--- src/rtl/l2_req_noc_packetizer_pkg.sv ---
// Shared definitions for the L2 request packetizer: message codes, flit preambles,
// head-flit field offsets and the data-carrying message classifier.
`ifndef WORDS_PER_LINE
`define WORDS_PER_LINE 2
`endif

package l2_req_noc_packetizer_pkg;

    localparam int LINE_ADDR_BITS = 28;
    typedef logic [LINE_ADDR_BITS-1:0] line_addr_t;
    typedef logic [4:0] mix_msg_t;

    localparam mix_msg_t REQ_V     = 5'd0;
    localparam mix_msg_t REQ_S     = 5'd1;
    localparam mix_msg_t REQ_O     = 5'd2;
    localparam mix_msg_t REQ_Odata = 5'd3;
    localparam mix_msg_t REQ_WT    = 5'd4;
    localparam mix_msg_t REQ_WB    = 5'd5;
    localparam mix_msg_t REQ_WTfwd = 5'd6;

    localparam logic [1:0] PREAMBLE_HEADER = 2'b10;
    localparam logic [1:0] PREAMBLE_BODY   = 2'b00;
    localparam logic [1:0] PREAMBLE_TAIL   = 2'b01;

    localparam int SRC_Y_LSB     = 61;
    localparam int SRC_X_LSB     = 58;
    localparam int DST_Y_LSB     = 55;
    localparam int DST_X_LSB     = 52;
    localparam int COH_MSG_LSB   = 47;
    localparam int HPROT_LSB     = 45;
    localparam int WORD_MASK_MSB = 44;

    typedef enum logic [1:0] {
        IDLE,
        HEAD,
        ADDR,
        DATA
    } pkt_state_e;

    function automatic logic msg_has_data(input mix_msg_t msg);
        return (msg == REQ_WT) || (msg == REQ_WB) || (msg == REQ_WTfwd);
    endfunction

endpackage

--- src/rtl/l2_req_noc_packetizer_word_select.sv ---
// Finds the first data word at or after 'start' that must be sent. With
// L2_REQ_WORD_MASK_COMPACT_EN only masked-in words count; otherwise every word does.
module l2_req_word_select #(
    parameter int WPL   = 2,
    parameter int CNT_W = $clog2(WPL) + 1
) (
    input  logic [CNT_W-1:0] start,
    input  logic [WPL-1:0]   word_mask,
    output logic [CNT_W-1:0] word_idx,
    output logic             word_found
);

`ifdef L2_REQ_WORD_MASK_COMPACT_EN
    // Scan downwards so the lowest qualifying index is the one left standing.
    always_comb begin
        word_idx   = '0;
        word_found = 1'b0;
        for (int i = WPL - 1; i >= 0; i--) begin
            if ((i >= int'(start)) && word_mask[i]) begin
                word_idx   = CNT_W'(i);
                word_found = 1'b1;
            end
        end
    end
`else
    logic unused_word_mask;

    assign unused_word_mask = ^word_mask;
    assign word_idx         = start;
    assign word_found       = int'(start) < WPL;
`endif

endmodule

--- src/rtl/l2_req_noc_packetizer.sv ---
// L2 request packetizer: one accepted request becomes head, address and optional data flits.
// Define L2_REQ_WORD_MASK_COMPACT_EN to send only the data words selected by word_mask.
`ifndef WORDS_PER_LINE
`define WORDS_PER_LINE 2
`endif

module l2_req_noc_packetizer
    import l2_req_noc_packetizer_pkg::*;
#(
    parameter int NOC_FLIT_SIZE = 66,
    parameter int WPL           = `WORDS_PER_LINE
) (
    input  logic                      clk,
    input  logic                      rst,
    input  logic                      l2_req_out_valid,
    output logic                      l2_req_out_ready,
    input  logic [4:0]                coh_msg,
    input  logic [1:0]                hprot,
    input  logic [LINE_ADDR_BITS-1:0] addr,
    input  logic [WPL*64-1:0]         line,
    input  logic [WPL-1:0]            word_mask,
    input  logic [2:0]                dst_x,
    input  logic [2:0]                dst_y,
    input  logic [2:0]                src_x,
    input  logic [2:0]                src_y,
    output logic [NOC_FLIT_SIZE-1:0]  flit_out,
    output logic                      flit_valid,
    input  logic                      flit_ready,
    output logic                      busy
);

    localparam int CNT_W = $clog2(WPL) + 1;

    pkt_state_e                state_q, state_d;
    logic [CNT_W-1:0]          cnt_q, cnt_d;
    logic [4:0]                msg_q, msg_d;
    logic [1:0]                hprot_q, hprot_d;
    logic [LINE_ADDR_BITS-1:0] addr_q, addr_d;
    logic [WPL*64-1:0]         line_q, line_d;
    logic [WPL-1:0]            mask_q, mask_d;
    logic [2:0]                dst_x_q, dst_x_d;
    logic [2:0]                dst_y_q, dst_y_d;

    logic [CNT_W-1:0]          sel_start;
    logic [CNT_W-1:0]          sel_idx;
    logic                      sel_found;
    logic [1:0]                preamble;
    logic [63:0]               payload;

    // In ADDR the finder looks for the first word; in DATA it looks past the current one.
    assign sel_start = (state_q == DATA) ? cnt_q + CNT_W'(1) : '0;
    assign busy      = (state_q != IDLE);

    l2_req_word_select #(
        .WPL   (WPL),
        .CNT_W (CNT_W)
    ) u_word_select (
        .start      (sel_start),
        .word_mask  (mask_q),
        .word_idx   (sel_idx),
        .word_found (sel_found)
    );

    always_ff @(posedge clk or negedge rst) begin
        if (!rst) begin
            state_q <= IDLE;
            cnt_q   <= '0;
            msg_q   <= '0;
            hprot_q <= '0;
            addr_q  <= '0;
            line_q  <= '0;
            mask_q  <= '0;
            dst_x_q <= '0;
            dst_y_q <= '0;
        end else begin
            state_q <= state_d;
            cnt_q   <= cnt_d;
            msg_q   <= msg_d;
            hprot_q <= hprot_d;
            addr_q  <= addr_d;
            line_q  <= line_d;
            mask_q  <= mask_d;
            dst_x_q <= dst_x_d;
            dst_y_q <= dst_y_d;
        end
    end

    always_comb begin
        state_d          = state_q;
        cnt_d            = cnt_q;
        msg_d            = msg_q;
        hprot_d          = hprot_q;
        addr_d           = addr_q;
        line_d           = line_q;
        mask_d           = mask_q;
        dst_x_d          = dst_x_q;
        dst_y_d          = dst_y_q;
        l2_req_out_ready = 1'b0;
        flit_valid       = 1'b0;
        preamble         = PREAMBLE_BODY;
        payload          = '0;
        flit_out         = '0;

        case (state_q)
            IDLE: begin
                l2_req_out_ready = 1'b1;
                if (l2_req_out_valid) begin
                    msg_d   = coh_msg;
                    hprot_d = hprot;
                    addr_d  = addr;
                    line_d  = line;
                    mask_d  = word_mask;
                    dst_x_d = dst_x;
                    dst_y_d = dst_y;
                    cnt_d   = '0;
                    state_d = HEAD;
                end
            end
            HEAD: begin
                flit_valid                       = 1'b1;
                preamble                         = PREAMBLE_HEADER;
                payload[SRC_Y_LSB +: 3]          = src_y;
                payload[SRC_X_LSB +: 3]          = src_x;
                payload[DST_Y_LSB +: 3]          = dst_y_q;
                payload[DST_X_LSB +: 3]          = dst_x_q;
                payload[COH_MSG_LSB +: 5]        = msg_q;
                payload[HPROT_LSB +: 2]          = hprot_q;
                payload[WORD_MASK_MSB -: WPL]    = mask_q;
                if (flit_ready) begin
                    state_d = ADDR;
                end
            end
            ADDR: begin
                // A data message whose mask selects nothing ends at the address flit.
                flit_valid                       = 1'b1;
                preamble                         = (msg_has_data(msg_q) && sel_found) ?
                                                   PREAMBLE_BODY : PREAMBLE_TAIL;
                payload[LINE_ADDR_BITS-1:0]      = addr_q;
                if (flit_ready) begin
                    if (msg_has_data(msg_q) && sel_found) begin
                        state_d = DATA;
                        cnt_d   = sel_idx;
                    end else begin
                        state_d = IDLE;
                    end
                end
            end
            DATA: begin
                flit_valid = 1'b1;
                preamble   = sel_found ? PREAMBLE_BODY : PREAMBLE_TAIL;
                payload    = line_q[int'(cnt_q)*64 +: 64];
                if (flit_ready) begin
                    if (sel_found) begin
                        cnt_d = sel_idx;
                    end else begin
                        cnt_d   = '0;
                        state_d = IDLE;
                    end
                end
            end
            default: begin
                state_d = IDLE;
            end
        endcase

        if (state_q != IDLE) begin
            flit_out[63:0]                 = payload;
            flit_out[NOC_FLIT_SIZE-1 -: 2] = preamble;
        end
    end

endmodule

--- config.mk ---
export PLATFORM = sky130hd
export DESIGN_NAME = l2_req_noc_packetizer
export DESIGN_NICKNAME = d
export VERILOG_FILES = /design/src/rtl/l2_req_noc_packetizer_pkg.sv /design/src/rtl/l2_req_noc_packetizer_word_select.sv /design/src/rtl/l2_req_noc_packetizer.sv
export SDC_FILE = /design/constraint.sdc
export NUM_CORES = 1
export LEC_CHECK = 0
export ABC_CLOCK_PERIOD_IN_PS = 3100
export CAP_MARGIN = 40
export CORE_ASPECT_RATIO = 1.4
export CORE_MARGIN = 1
export CORE_UTILIZATION = 52
export CTS_BUF_LIST = sky130_fd_sc_hd__clkbuf_8
export CTS_CLUSTER_DIAMETER = 80
export DETAILED_ROUTE_END_ITERATION = 6
export PLACE_DENSITY = 0.88
export SLEW_MARGIN = 20
export SYNTH_ARGS = -nofsm -noshare
export SYNTH_HDL_FRONTEND = slang
export SYNTH_SLANG_ARGS = --single-unit
--- constraint.sdc ---
create_clock -name clk -period 3.1 [get_ports clk]
set_input_delay 0.62 -clock clk [delete_from_list [all_inputs] [get_ports clk]]
set_output_delay 0.62 -clock clk [all_outputs]
set_load 0.01 [all_outputs]
==> summary.txt, run 1 <==
Run
  – Max cap viols: 0

Global routing
  – First-pass GRT wire length: 31530 um
  – Vias in the first global route: about 6200
  – Largest net degree at the start of global routing: 96
  – Initial antenna violation count: 1
  – Gr ovfl total: 0
  – Gr usage total: approximately a quarter

Floorplanning
  – Area of the core: 0.01499 sq mm
  – Num ports: 250
  – Die footprint: 0.01576 sq mm
  – Die Y: ~150 um
  – Starting Density: 52.92%
  – Width of the die: 106.4 um
  – Row count: 53

Setup path
  – Maximum fanout along the worst path: 32
  – CP bufs+invs: 2
  – RR Startpoint: state_q[0]
  – R2R Path End: line_q[93]
  – Max stage delay on crit path: 0.58 ns
  – CP Data Required Time: 2.48 ns
  – Worst path cell trace: nand2_1, or2_2, buf_6, o21ai_0, clkdlybuf4s50_1
  – Register-to-Register Setup Slack: 1.10 ns
  – Critical Path End Type: output pin
  – Delay-heaviest family, CP: buffers and inverters
  – Worst R2R Path Depth: 5
  – Crit path DAT: roughly 2.4 ns
  – Worst setup SP type: flop
  – Worst path slowest cell: clkdlybuf4s50_1
  – Crit Path Class: flop to output pin

Status
  – Outcome: complete, no violations

Logic synthesis
  – Post-Synthesis Cell Area: 0.007931 sq mm
  – Ys Warns: 0
  – Synth Instances: a little under 600
  – Largest family of logic cells by synthesized area: multiplexers
  – Mean Syn Cell Area: about 13 sq um
  – Biggest area consumer among synthesized cells: dfrtp_1
  – Synth Area in Simple Gates: under 10%
  – Compound-Gate Fraction of Synth Area: about 4%
  – Adder-Cell Fraction of Synth Area: 0%
  – Top-area cell type share of the netlist area: 55.21%
  – Seq/Total Area, Yosys: 55.21%
  – Post-synth EDFFs: 0
  – Main synth FF type: dfrtp_1
  – Top cells by area, synth: dfrtp_1, mux2_1, mux2i_1
  – Post-synthesis mux area share: 32.36%
  – Net Count, Synth: about 770
  – Post-synthesis cell type count: 25
  – Post-Synth XOR/XNOR Area: 0.1104%
  – Most common cell in the synthesized netlist: dfrtp_1
  – Asr flop ratio synth: 100.0%
  – Synth cell count leaders: dfrtp_1, mux2_1, mux2i_1
  – Yosys reg bits: 175

Clock tree
  – Root cell of the clock tree: clkbuf_8
  – H-tree levels: 4
  – Reg clk slew, reported paths: ~0.10 ns
  – Worst-Skew Late Latency: 0.46 ns
  – Clock sinks: around 180
  – Deepest clock path buffer count: 2
  – CTS tree: done
  – Cts bufs inserted: 17
  – Hold-fix buffers, CTS: 0

Place
  – Placed cell area: about 0.011 sq mm
  – Port-buffer cells: 249
  – Setup slack at placement: 0.3333 ns
  – Dpl hpwl: between 10000 and 15000 um
  – Placed insts: 1010
  – Gpl congestion: 0.8529

Route
  – Via density: 5.396
  – DRC violations left: 0
  – Detailed router's first-iteration violation count: 215
  – Via count: ~5700
  – Final ANT Viol Nets: 0
  – Drt first pass iters: 6
  – Avg WL per Cell: ~19 um
  – Final WL: 20240 um

Final layout
  – Share of cells above drive strength 1: 7.719%
  – Fin cells: 1048
  – Area Overhead vs Synth: 38.44%
  – Filler cell count: 1019
  – Final #Nets: 1023
  – Final Instance Area: 0.01098 sq mm

STA
  – Max Slew Vio Count: 0
  – Final setup violating endpoints: 0
  – Actual slew at the worst max-slew pin: between 0.5 and 0.6 ns
  – Max-Slew Margin vs Limit: 65.67%
  – Tcrit/Tclk final: 97.85%
  – Final hold vios: 0
  – Min Clock Period, post-route: 3.033 ns
  – F_max: ~0.33 GHz
  – Final setup margin: 0.06667 ns
  – Skew final: 0.01892 ns

Pwr
  – Pwr dens: about 940 mW/mm^2
  – Lkg Pwr: roughly 4.5 nW
  – Peak VDD IR: 0.4584 mV

Hold path
  – Hold Crit Class: primary input to asynchronous set/reset pin
-- where the power goes --
part / switching, W / internal [W]
combinational: 0.00209 / 0.00259
clock: 0.000859 / 0.000644
sequential: 0.000680 / 0.00346
total: 0.00363 / 0.00669
-- routing by layer --
metal	track usage [%]	part of all wire [%]	vias to the layer above
met3	6.266	5.6	51
met1	29.39	38	2810
met2	46.79	52	226
li1	-	-	2568
met4	12.78	4.2	0
met5	0	0	-
-- worst reg2reg max path, stage by stage, from the launching register on --
cell and delay [ns]:
dfrtp_2 0.44, buf_4 0.17, nor3b_4 0.29, buf_12 0.31, buf_4 0.33, mux2_1 0.36
-- sequential cells by signal, summed over array words and instances, names as in the netlist --
signal and count:
line_q 128, addr_q 28, msg_q 5, dst_x_q 3
dst_y_q 3, cnt_q 2, hprot_q 2, mask_q 2
state_q 2
-- stage by stage --
stage                     utilization, %  hold WS [ns]    TNS, ns  total power [W]
final                              73.27       0.08074          0          0.01032
after global routing               73.27       0.08668  -0.001305          0.01096
after CTS                          72.90       0.08651          0          0.01030
after detailed placement           70.30        0.4739          0         0.008765
after global placement             70.30        0.4658          0         0.008426
after floorplan                        -        0.3244          0         0.006732
-- cells by family (layout without fill, tap and decap cells) --
logic type | Yosys count | after routing
other | 0 | 1
AOI/OAI and AO/OA | 58 | 58
muxes | 235 | 235
and+or+nand+nor | 79 | 79
DFF | 175 | 175
xor gates and xnor gates | 1 | 1
buffers and inverters | 45 | 307
-- layout by cell type, fill, tap and decap left out, drive strengths merged --
cell type      synthesis  routed
dlymetal6s2s           0       1
nand2                 53      53
o22ai                  1       1
o21ai                 50      50
clkinv                 0       5
clkdlybuf4s50          0     247
a31oi                  1       1
mux2                 171     171
bufinv                 0       1
a2111oi                1       1
nand3                  3       3
dfrtp                175     175
o21bai                 1       1
xnor2                  1       1
diode                  0       1
inv                    4      10
nor2                  17      17
clkinvlp               0       3
mux2i                 64      64
or2                    3       3
a21oi                  4       4
nor2b                  1       1
clkbuf                 9      17
and2                   1       1
nor3b                  1       1
buf                   32      23
-- how the worst max path moves through the flow --
stage,from,end,slack [ns],cells past startpoint
3_5_place_dp,state_q[0],flit_out[19],0.33,5
6_report,state_q[1],flit_out[23],0.07,5
4_1_cts,state_q[1],flit_out[8],0.003,5
3_3_place_gp,state_q[0],flit_out[54],0.47,5
2_1_floorplan,state_q[1],flit_out[14],1.12,6
5_1_grt,state_q[1],flit_out[8],-0.001,6
-- what timing repair did --
action,4_1_cts,5_1_grt
hold endpoints to repair,0,0
resized for setup,4,16
buffers inserted,2,3
setup endpoints to repair,59,40
-- cell type report --
type	instances	area [sq um]	share of cell area (%)
flip-flops and latches	175	4385	39.94
well taps	192	240.2	2.188
repair buffers	271	2739	24.94
multi-input cells	373	3226	29.38
clock inverters	15	138.9	1.265
diodes	1	2.502	0.02279
clock buffers	17	234.0	2.131
inverters	4	15.01	0.1367
Power figures use the tool's default switching activity.
==> run 2, diff against run 1 <==
- PLACE_DENSITY: 0.88 -> not set
- PLACE_DENSITY_LB_ADDON: not set -> 0.3
- SETUP_SLACK_MARGIN: not set -> 0.1
==> summary.txt, run 2 (same netlist as run 1, synthesis figures left out) <==
Status
  – Outcome: complete, no violations

Setup path
  – Crit path to: flit_out[1]
  – Crit Path Class: flop to output pin
  – Crit path DAT: 2.24 ns
  – CP Data Required Time: 2.48 ns
  – Worst path cell trace: buf_6, mux2i_1, o21ai_0, clkdlybuf4s50_1
  – Max stage delay on crit path: 0.63 ns
  – R2R Path End: addr_q[24]
  – Critical Path Start: cnt_q[0]
  – Worst setup SP type: flop
  – Worst path slowest cell: dfrtp_4
  – Worst R2R Path Depth: 4
  – Maximum fanout along the worst path: 14
  – Critical Path End Type: output pin
  – Register-to-Register Setup Slack: 1.15 ns
  – RR Startpoint: state_q[1]

STA
  – Max-Slew Margin vs Limit: 56.44%
  – Final setup violating endpoints: 0
  – Final hold vios: 0
  – Actual slew at the worst max-slew pin: ~0.65 ns
  – Skew final: 0.01160 ns
  – Hold slack: roughly 0.16 ns
  – RSZ-0062 raised after global routing: false
  – Tcrit/Tclk final: 92.15%
  – Total negative slack: 0 ns
  – F_max: 0.3500 GHz
  – Max Slew Vio Count: 0
  – Min Clock Period, post-route: around 2.9 ns

Clock tree
  – Reg clk slew, reported paths: 0.09 ns
  – Worst-Skew Late Latency: 0.45 ns
  – CTS tree: done
  – Deepest clock path buffer count: 2
  – Root cell of the clock tree: clkbuf_8
  – Clock sinks: roughly 180
  – H-tree levels: 4
  – Cts bufs inserted: 17

Floorplanning
  – Row count: 53
  – Starting Density: between 50 and 60%
  – Area of the core: 0.01499 sq mm
  – Num ports: 250
  – Width of the die: 106.4 um
  – Die footprint: about 0.016 sq mm
  – Die Y: 148.1 um

Final layout
  – Final core utilization: 73.19%
  – Largest reg by FF count: line_q
  – Fin cells: ~1000
  – Share of cells above drive strength 1: 6.840%
  – Most frequent cells in the layout: clkdlybuf4s50_1, dfrtp_1, mux2_1
  – Max reg flops: between 100 and 150
  – Final Instance Area: 0.01097 sq mm
  – Commonest non-fill, non-tap cell in the layout: clkdlybuf4s50_1
  – Filler cell count: 1064
  – Antenna Cells: 0
  – Top flop regs: line_q: 128 flops, addr_q: 28 flops, msg_q: 5 flops
  – Final #Nets: roughly 1000
  – Area Overhead vs Synth: 38.30%

Route
  – Via count: 5540
  – DRC violations left: 0
  – Detailed router's first-iteration violation count: around 200
  – Via density: ~5.3
  – Wl on met1: 7310 um
  – Final WL: roughly 19000 um
  – Final ANT Viol Nets: 0
  – Routed wl met2: 9778 um
  – Metal3 WL: 1186 um
  – Drt first pass iters: 4
  – Avg WL per Cell: 18.30 um
  – Top sig layer: met4

Place
  – Placed insts: roughly 1000
  – Dpl hpwl: 13230 um
  – Placed cell area: between 0.01 and 0.015 sq mm
  – Gpl congestion: 0.8172
  – Port-buffer cells: 249

Pwr
  – Pint: a little under 0.007 W
  – Gate power share: 44.7%
  – Clk pwr share: 15.3%
  – Sw Share: 34.11%
  – Peak VDD IR: 0.5142 mV
  – Psw: 0.003499 W
  – Sequential Power Share: between 40% and 50%
  – Lkg Pwr: 4.482 nW
  – Pwr dens: 935.1 mW/mm^2

Global routing
  – Initial antenna violation count: 0
  – First-pass GRT wire length: 29500 um
  – Vias in the first global route: 5921
  – Largest net degree at the start of global routing: 107
  – Gr ovfl total: 0
  – Gr usage total: 24.43%

Hold path
  – Hold Crit Class: primary input to asynchronous set/reset pin

Run
  – Max cap viols: 0
[run 2: cell count changes in the layout (fill, tap and decap cells not counted), moves of 2 or more]
cell / delta
clkbuf_8: +2
buf_4: -9
o21ai_0: +13
o21ai_1: -13
[run 2: worst max-delay path: cells and delay by family (launching register included)]
| kind | cells | cell delay (ns) |
|---|---|---|
| compound gates | 1 | 0.12 |
| buf+inv | 2 | 0.77 |
| flops | 1 | 0.63 |
| mux | 1 | 0.28 |
[run 2: power groups by stage]
| stage | combinational, W | clock, W | sequential, W |
|---|---|---|---|
| after floorplan | 0.00286 | 0 | 0.00387 |
| after global placement | 0.00432 | 0 | 0.00407 |
| after detailed placement | 0.00447 | 0 | 0.00419 |
| after CTS | 0.00458 | 0.00161 | 0.00410 |
| after global routing | 0.00497 | 0.00170 | 0.00424 |
| final | 0.00459 | 0.00157 | 0.00410 |
[run 2: worst min path at each step]
| stage | start | to | slack [ns] | cells past startpoint |
|---|---|---|---|---|
| 2_1_floorplan | rst | addr_q[0] | 0.32 | 0 |
| 3_3_place_gp | line_q[85] | line_q[85] | 0.47 | 1 |
| 4_1_cts | rst | line_q[73] | 0.17 | 1 |
| 6_report | rst | line_q[73] | 0.16 | 1 |
| 5_1_grt | rst | line_q[73] | 0.19 | 1 |
| 3_5_place_dp | line_q[31] | line_q[31] | 0.47 | 1 |
[run 2: timing repair]
action                                  in CTS  in global routing
hold buffers                                 0                  0
endpoints found under the setup margin      60                 23
cloned                                       0                  1
hold endpoints to repair                     0                  0
buffers inserted                             2                  0
pin swaps                                    0                  0
resized for setup                            1                  7
[run 2: per-layer routing]
layer / global-route usage [%] / vias up
met4: 13.61 / 0
met1: 28.45 / 2735
met2: 41.72 / 210
li1: - / 2547
met5: 0 / -
met3: 5.259 / 48
[run 2: cell type report]
| type | instances | area (sq um) | area share (%) |
|---|---|---|---|
| flip-flops and latches | 175 | 4384 | 39.97 |
| multi-input cells | 373 | 3226 | 29.41 |
| repair buffers | 264 | 2706 | 24.67 |
| clock buffers | 19 | 261.5 | 2.384 |
| well taps | 192 | 240.2 | 2.190 |
| clock inverters | 13 | 136.4 | 1.243 |
| inverters | 4 | 15.01 | 0.1369 |
[run 2: stage by stage]
step | total power (W) | worst slack [ns]
2_1_floorplan | 0.006732 | 1.120
3_3_place_gp | 0.008391 | 0.5327
3_5_place_dp | 0.008652 | 0.3550
4_1_cts | 0.01030 | 0.1122
5_1_grt | 0.01091 | 0.1133
6_report | 0.01026 | 0.2432
==> run 3, diff against run 2 <==
- SKIP_LAST_GASP: not set -> 1
==> results of run 3 <==
The final DEF is identical to that of run 2; final timing and power are the same.
